File: config.mk
export PLATFORM = sky130hd
export DESIGN_NAME = mem_rmw_master
export DESIGN_NICKNAME = d
export VERILOG_FILES = /design/src/rtl/mem_rmw_pkg.sv /design/src/rtl/mem_lane_merge.sv /design/src/rtl/mem_rmw_master.sv
export SDC_FILE = /design/constraint.sdc
export NUM_CORES = 1
export LEC_CHECK = 0
export CAP_MARGIN = 20
export CORE_MARGIN = 2
export CORE_UTILIZATION = 30
export CTS_CLUSTER_SIZE = 10
export DETAILED_ROUTE_END_ITERATION = 10
export SYNTH_ARGS = -nofsm -noshare
export SYNTH_HDL_FRONTEND = slang
export SYNTH_SLANG_ARGS = --single-unit
File: constraint.sdc
create_clock -name clk_i -period 2.2 [get_ports clk_i]
set_clock_uncertainty 0.2 [all_clocks]
set_input_delay 0.66 -clock clk_i [delete_from_list [all_inputs] [get_ports clk_i]]
set_output_delay 0.66 -clock clk_i [all_outputs]
set_load 0.005 [all_outputs]
File: src/rtl/mem_rmw_pkg.sv
// Shared types and lane helpers for the data-memory initiator (mem_rmw_master).
// Build option MEM_RMW_ERR_EN (see mem_rmw_master) does not affect this package.
package mem_rmw_pkg;

    localparam int unsigned DEFAULT_MEM_WORDS = 64;

    typedef enum logic [1:0] {
        SZ_B = 2'b00,
        SZ_H = 2'b01,
        SZ_W = 2'b10
    } size_e;

    typedef enum logic [2:0] {
        StIdle,
        StLoad,
        StRmwRd,
        StStore,
        StResp
    } state_e;

    // Pull the addressed lane down to bit 0 and sign/zero extend it.
    function automatic logic [31:0] lane_extract(input logic [31:0] word, input size_e size,
                                                 input logic [1:0] lane, input logic is_unsigned);
        logic [31:0] sh;
        sh = word >> {lane, 3'b000};
        case (size)
            SZ_B:    lane_extract = {{24{~is_unsigned & sh[7]}}, sh[7:0]};
            SZ_H:    lane_extract = {{16{~is_unsigned & sh[15]}}, sh[15:0]};
            default: lane_extract = word;
        endcase
    endfunction

    function automatic logic [31:0] lane_merge(input logic [31:0] old, input logic [31:0] data,
                                               input size_e size, input logic [1:0] lane);
        logic [31:0] mask;
        case (size)
            SZ_B:    mask = 32'h0000_00ff << {lane, 3'b000};
            SZ_H:    mask = 32'h0000_ffff << {lane, 3'b000};
            default: mask = 32'hffff_ffff;
        endcase
        lane_merge = (old & ~mask) | ((data << {lane, 3'b000}) & mask);
    endfunction

endpackage

File: src/rtl/mem_lane_merge.sv
// Combinational byte-lane extract/extend for loads and merge for read-modify-write stores.
// Build option MEM_RMW_ERR_EN (see mem_rmw_master) does not affect this module.
module mem_lane_merge
    import mem_rmw_pkg::*;
(
    input  logic [31:0] rdata,
    input  logic [31:0] wdata,
    input  size_e       size,
    input  logic [1:0]  lane,
    input  logic        is_unsigned,
    output logic [31:0] ext_data,
    output logic [31:0] merged
);

    always_comb begin
        ext_data = lane_extract(rdata, size, lane, is_unsigned);
        merged   = lane_merge(rdata, wdata, size, lane);
    end

endmodule

File: src/rtl/mem_rmw_master.sv
// Load/store initiator for a 32-bit async-read, sync-write memory; sub-word stores use RMW.
// Define MEM_RMW_ERR_EN to report misaligned/out-of-range requests instead of wrapping.
module mem_rmw_master
    import mem_rmw_pkg::*;
#(
    parameter int unsigned MEM_WORDS = DEFAULT_MEM_WORDS
) (
    input  logic        clk_i,
    input  logic        rst_i,
    input  logic        req_valid_i,
    output logic        req_ready_o,
    input  logic        req_we_i,
    input  logic [1:0]  req_size_i,
    input  logic        req_unsigned_i,
    input  logic [31:0] req_addr_i32,
    input  logic [31:0] req_wdata_i32,
    output logic        rsp_valid_o,
    input  logic        rsp_ready_i,
    output logic [31:0] rsp_rdata_o32,
    output logic        rsp_err_o,
    output logic        mem_we_o,
    output logic [31:0] mem_addr_o32,
    output logic [31:0] mem_wdata_o32,
    input  logic [31:0] mem_rdata_i32
);

    localparam logic [31:0] MEM_BYTES = 32'(MEM_WORDS * 4);

    state_e      state;
    size_e       size_q;
    logic [1:0]  lane_q;
    logic        uns_q;
    logic [31:0] mem_addr_q;
    logic [31:0] mem_wdata_q;
    logic        mem_we_q;
    logic [31:0] rsp_rdata_q;
    logic        rsp_valid_q;
    logic        rsp_err_q;

    size_e       req_size;
    logic [1:0]  req_lane;
    logic [31:0] word_addr;
    logic        req_err;
    logic [31:0] ext_data;
    logic [31:0] merged;

    always_comb begin
        req_size = (req_size_i == 2'b11) ? SZ_W : size_e'(req_size_i);
        case (req_size)
            SZ_B:    req_lane = req_addr_i32[1:0];
            SZ_H:    req_lane = {req_addr_i32[1], 1'b0};
            default: req_lane = 2'b00;
        endcase
        word_addr = (req_addr_i32 % MEM_BYTES) & 32'hffff_fffc;
`ifdef MEM_RMW_ERR_EN
        req_err = (req_size_i == 2'b11)
                || ((req_size_i == 2'b01) && req_addr_i32[0])
                || ((req_size_i == 2'b10) && (req_addr_i32[1:0] != 2'b00))
                || (req_addr_i32 >= MEM_BYTES);
`else
        req_err = 1'b0;
`endif
    end

    // mem_wdata_q carries the raw store data until RMW_RD replaces it with the merged word.
    mem_lane_merge u_lane_merge (
        .rdata       (mem_rdata_i32),
        .wdata       (mem_wdata_q),
        .size        (size_q),
        .lane        (lane_q),
        .is_unsigned (uns_q),
        .ext_data    (ext_data),
        .merged      (merged)
    );

    always_ff @(posedge clk_i) begin
        if (rst_i) begin
            state       <= StIdle;
            size_q      <= SZ_W;
            lane_q      <= 2'b00;
            uns_q       <= 1'b0;
            mem_addr_q  <= '0;
            mem_wdata_q <= '0;
            mem_we_q    <= 1'b0;
            rsp_rdata_q <= '0;
            rsp_valid_q <= 1'b0;
            rsp_err_q   <= 1'b0;
        end else begin
            case (state)
                StIdle: begin
                    if (req_valid_i) begin
                        size_q      <= req_size;
                        lane_q      <= req_lane;
                        uns_q       <= req_unsigned_i;
                        mem_wdata_q <= req_wdata_i32;
                        rsp_rdata_q <= '0;
                        if (req_err) begin
                            rsp_err_q   <= 1'b1;
                            rsp_valid_q <= 1'b1;
                            state       <= StResp;
                        end else begin
                            mem_addr_q <= word_addr;
                            if (!req_we_i) begin
                                state <= StLoad;
                            end else if (req_size == SZ_W) begin
                                mem_we_q <= 1'b1;
                                state    <= StStore;
                            end else begin
                                state <= StRmwRd;
                            end
                        end
                    end
                end
                StLoad: begin
                    rsp_rdata_q <= ext_data;
                    rsp_valid_q <= 1'b1;
                    mem_addr_q  <= '0;
                    state       <= StResp;
                end
                StRmwRd: begin
                    mem_wdata_q <= merged;
                    mem_we_q    <= 1'b1;
                    state       <= StStore;
                end
                StStore: begin
                    mem_we_q    <= 1'b0;
                    mem_addr_q  <= '0;
                    rsp_valid_q <= 1'b1;
                    state       <= StResp;
                end
                StResp: begin
                    if (rsp_ready_i) begin
                        rsp_valid_q <= 1'b0;
                        rsp_rdata_q <= '0;
                        rsp_err_q   <= 1'b0;
                        state       <= StIdle;
                    end
                end
                default: state <= StIdle;
            endcase
        end
    end

    assign req_ready_o   = (state == StIdle);
    assign rsp_valid_o   = rsp_valid_q;
    assign rsp_rdata_o32 = rsp_rdata_q;
    assign rsp_err_o     = rsp_err_q;
    // A store cycle that coincides with reset must not reach the memory.
    assign mem_we_o      = mem_we_q & ~rst_i;
    assign mem_addr_o32  = mem_addr_q;
    assign mem_wdata_o32 = mem_wdata_q;

endmodule
==> results of run 1 <==
-- Yosys cell counts (all sizes together), types with 5 or more instances --
cell | n | area, um^2
dfxtp | 80 | 1600
nand2 | 54 | 203
buf | 51 | 354
nor2 | 33 | 124
clkbuf | 30 | 113
a311oi | 24 | 260
a21oi | 23 | 115
o21ai | 22 | 118
a221o | 16 | 160
mux2i | 15 | 150
a2bb2oi | 14 | 123
inv | 11 | 41.3
a211o | 10 | 87.6
mux2 | 10 | 113
nor4 | 10 | 68.8
o21a | 10 | 75.1
a31oi | 9 | 56.3
a221oi | 8 | 70.1
a22o | 8 | 70.1
a22oi | 8 | 60.1
o221ai | 8 | 70.1
o2bb2ai | 8 | 70.1
nand3 | 7 | 35.0
a222oi | 6 | 60.1
nand2b | 5 | 31.3
nor3 | 5 | 30.0
-- power groups by stage --
stage / clock, mW / combinational, mW / sequential, mW
finish: 1.36 / 1.15 / 1.68
global route: 1.43 / 1.25 / 1.70
CTS: 1.39 / 1.15 / 1.68
detailed placement: 0 / 1.15 / 1.71
global placement: 0 / 1.12 / 1.70
floorplan: 0 / 0.559 / 1.68
-- routing by layer --
metal / global-route usage [%] / vias up / routed length [um]
met5: 0 / - / 0
met4: 5.43 / 0 / 260
met3: 6.33 / 20 / 1340
met2: 33.7 / 206 / 7900
li1: - / 2237 / -
met1: 25.8 / 2285 / 6910
-- worst max path at each step --
stage | startpoint | end | depth (start not counted)
after floorplan | rsp_ready_i | rsp_rdata_o32[30] | 7
after global placement | req_valid_i | register | 6
after detailed placement | req_valid_i | register | 6
after CTS | mem_wdata_o32[3] | mem_wdata_o32[3] | 1
after global routing | mem_wdata_o32[3] | mem_wdata_o32[3] | 1
final | mem_wdata_o32[3] | mem_wdata_o32[3] | 1
-- kinds of logic (layout without fill, tap and decap cells) --
group           Yosys count  count (layout)
flops                    80              80
mux                      25              25
simple gates            136             136
compound gates          183             183
other cells               1              27
buf+inv                  92             234
-- what timing repair did --
action | 4_1_cts | 5_1_grt
gates resized for setup | 12 | 12
gates cloned | 0 | 0
pin swaps | 1 | 2
endpoints found under the setup margin | 55 | 44
buffers inserted | 0 | 0
-- cell type report --
cell class / instances / area (um^2) / area share [%]
clock buffer: 12 / 256 / 3.85
clock inverter: 1 / 5.00 / 0.0751
tap: 184 / 230 / 3.45
timing repair buffer: 210 / 2010 / 30.2
multi-input combinational: 371 / 2510 / 37.6
sequential: 80 / 1610 / 24.2
inverter: 11 / 41.3 / 0.619
-- metrics by stage --
| step | setup TNS [ns] | hold slack [ns] | area (um^2) | cells |
|---|---|---|---|---|
| after detailed placement | -28.98 | 0.247 | 6390 | 857 |
| after global routing | 0 | 0.282 | 6670 | 869 |
| final | 0 | 0.255 | 6670 | 869 |
| after floorplan | 0 | 0.245 | 4600 | 543 |
| after CTS | 0 | 0.261 | 6660 | 870 |
| after global placement | -26.18 | 0.244 | 6390 | 857 |
==> impl_metrics.ini, run 1 <==
[clocking]
clkTransAtPathRegs_ns = 0.06
insertion_delay_ns = 0.34
clock_tree.buffer_depth = 2
cts-root-buf = clkbuf_16
clock-sinks = 80
cts_max_level = 3
cts_buffers = 9
cts_tree = done
cts_hold_buf = 0

[setup_path]
crit_fanout = 4
cp_cell_sequence = clkdlybuf4s50_1
slowest_stage = clkdlybuf4s50_1
critPathRequiredTime_ns = 1.34
reg2regPathDepth = 6
cp-end-kind = primary output
worst_r2r_endpoint = mem_wdata_o32[11]
cp.arrival_ns = 1.32
path_buf_inv = 1
critPathMaxStageDelay_ns = 0.55
reg2reg_slack_ns = 0.09
r2r_start = size_q[1]
crit_type = register to primary output
startpoint_type = register
path_delay_family = buffers and inverters

[yosys]
synth_compound_area_share_pct = 32.8
synth-seq-cells = 80
synth_warnings = 0
ys_seq_area_share_pct = 35.6
async_flop_share_pct = 0
synth_xor_area_share_pct = 0
syn_inst = 517
synth_top_family_by_area = compound AO/OA/AOI/OAI gates
synth_edf_count = 0
yosys.area_share.simple_pct = 14.4
syn_area_um2 = 4500
synthAdderAreaFrac_pct = 0
avgSynthCellArea_um2 = 8.70
synth_mux_area_share_pct = 5.84
ys.flop_type = dfxtp_1
synth_cell_types = 55

[cells_and_area]
mostFrequentLayoutCells = clkdlybuf4s50_1 (144), dfxtp_1 (73), nand2_1 (54)
fillers = 1375
drive_above_1_share_pct = 15.6
fin_util_pct = 45.7
diodes = 0
syn_to_final_growth_pct = 48.2
design.final.nets = 787
final_common_cell = clkdlybuf4s50_1

[die]
die_x_um = 126
coreArea_um2 = 14600
row_count = 44
die_h_um = 126
die-area_um2 = 16000
ios = 204
initial_core_util_pct = 30.8

[pwr]
pwr-share-seq_pct = 40.2
power.internal_mw = 3.00
p_comb_share_pct = 27.4
p_total_mw = 4.19
ir_drop_uv = 480
p_sw_share_pct = 28.5
clkPwrFrac_pct = 32.4
p_switching_mw = 1.19
powerDensity_nw_per_um2 = 628
p_leak_nw = 2.50

[grt]
grt_util_all_layers_pct = 20.4
antenna_found_initial = 0
grt-ovfl-total = 0
grt_pass1_wl_um = 25800
grt_pass1_vias = 4671
grt_max_degree = 33

[job]
drv_cap = 0

[placement]
pre_cts_ws_ns = -0.566
detailed_place_hpwl_um = 12800
gp_congestion = 0.905
io_buffers = 152

[routing]
drt_wl_total_um = 16400
drtPass1Iterations = 6
wire_per_inst_um = 18.9
detail-route-antenna-nets = 0
vias = 4748
vias_per_cell = 5.46
route.detailed.drc = 0
drt_iter0_drc = 283

[worst_hold_path]
hold_class = register to register
min_to = rsp_rdata_o32[5]
whs_path_depth = 2
min_from = rsp_rdata_o32[5]

[sta]
fin_crit_sh_pct = 99.2
worst_pin_slew_ns = 0.672
slew_violations = 0
hold_viol = 0
timing.final.crit_period_ns = 2.18
fin_ws_ns = 0.0174
timing.fmax_mhz = 458
rsz0062_at_grt = false
finalSetupViolations = 0
relSlewSlack_pct = 54.8

[outcome]
status = finished clean
Note: power is estimated with default switching activity, not from simulation.
==> run 2, diff against run 1 <==
- CTS_CLUSTER_DIAMETER: not set -> 50
- GPL_TIMING_DRIVEN: not set -> 0
==> impl_metrics.ini, run 2 (synthesized netlist as in run 1, its figures left out) <==
[cells_and_area]
finish.instance_area_um2 = 6780
design.final.nets = 810
mostFrequentLayoutCells = clkdlybuf4s50_1 (143), dfxtp_1 (72), nand2_1 (54)
drive_above_1_share_pct = 18.2
diodes = 0
final_common_cell = clkdlybuf4s50_1
syn_to_final_growth_pct = 50.6

[setup_path]
startpoint_type = register
path_delay_family = buffers and inverters
critPathRequiredTime_ns = 1.34
cp_cell_sequence = clkdlybuf4s50_1
crit_type = register to primary output
path_buf_inv = 1
crit_fanout = 4
slowest_stage = clkdlybuf4s50_1
critPathMaxStageDelay_ns = 0.55
cp-end-kind = primary output
cp.arrival_ns = 1.33

[sta]
timing.fmax_mhz = 456
slew_violations = 0
hold_slack_ns = 0.257
fin_ws_ns = 0.00727
worst_pin_slew_ns = 0.694
timing.final.crit_period_ns = 2.19
relSlewSlack_pct = 53.4
fin_crit_sh_pct = 99.7
hold_viol = 0
finalSetupViolations = 0
setup_tns_ns = 0

[clocking]
clock_tree.buffer_depth = 2
cts_tree = done
cts-root-buf = clkbuf_16
insertion_delay_ns = 0.35
cts_max_level = 3
cts_buffers = 9
cts_hold_buf = 0
clkTransAtPathRegs_ns = 0.06
clock-sinks = 80

[placement]
gp_congestion = 0.924
io_buffers = 151
placed_area_um2 = 6340
detailed_place_hpwl_um = 13800
pre_cts_ws_ns = -0.763

[pwr]
p_leak_nw = 2.57
p_total_mw = 4.24
ir_drop_uv = 363
powerDensity_nw_per_um2 = 626

[grt]
antenna_found_initial = 0
grt_util_all_layers_pct = 21.7
grt_max_degree = 12
grt-ovfl-total = 0
grt_pass1_vias = 4816
grt_pass1_wl_um = 27200

[die]
ios = 204
die_h_um = 126
row_count = 44
initial_core_util_pct = 30.8
die_x_um = 126
coreArea_um2 = 14600
die-area_um2 = 16000

[job]
drv_cap = 0

[routing]
detail-route-antenna-nets = 0
vias_per_cell = 5.49
drt_iter0_drc = 276
drtPass1Iterations = 5
wire_per_inst_um = 20.0
route.detailed.drc = 0
drt_wl_total_um = 17900
vias = 4901

[outcome]
status = finished clean

[worst_hold_path]
hold_class = register to register
run 2: layout make-up:
type	count	area (um^2)
Fill cell	1424	7810
Multi-Input combinational cell	371	2570
Sequential cell	80	1610
Timing Repair Buffer	160	1570
Buffer	73	492
Clock buffer	12	256
Tap cell	184	230
Inverter	11	41.3
Clock inverter	1	5.00
run 2: final timing paths:
kind                                       start                to  slack, ns  depth (start not counted)
worst max register to register          state[1]  mem_wdata_o32[0]       0.05                          5
worst min register to register  rsp_rdata_o32[5]  rsp_rdata_o32[5]       0.26                          2
worst max-delay path            mem_wdata_o32[3]  mem_wdata_o32[3]      0.007                          1
worst min-delay path            rsp_rdata_o32[5]  rsp_rdata_o32[5]       0.26                          2
run 2: worst min-delay path, delay by kind of cell (launching register included):
kind	cells	cell delay (ns)
compound gates	1	0.05
flops	1	0.31
simple gates	1	0.05
run 2: power breakdown:
part | internal, mW | switching, mW
combinational | 0.613 | 0.569
clock | 0.805 | 0.568
sequential | 1.57 | 0.110
run 2: what timing repair did:
action	4_1_cts	5_1_grt
gates resized for setup	31	55
setup buffers	3	6
setup endpoints to repair	67	73
pin swaps	1	5
cloned	0	0
run 2: layer usage:
layer	part of all wire [%]	GRT usage [%]
met5	0	0
met4	2.6	8.47
met3	8.4	5.48
met2	47	35.0
met1	42	28.0
run 2: metrics by stage:
stage               utilization, %  std cells
CTS                           45.8        891
global route                  46.4        892
detailed placement            43.5        878
floorplan                        -        543
global placement              43.5        878
finish                        46.4        892
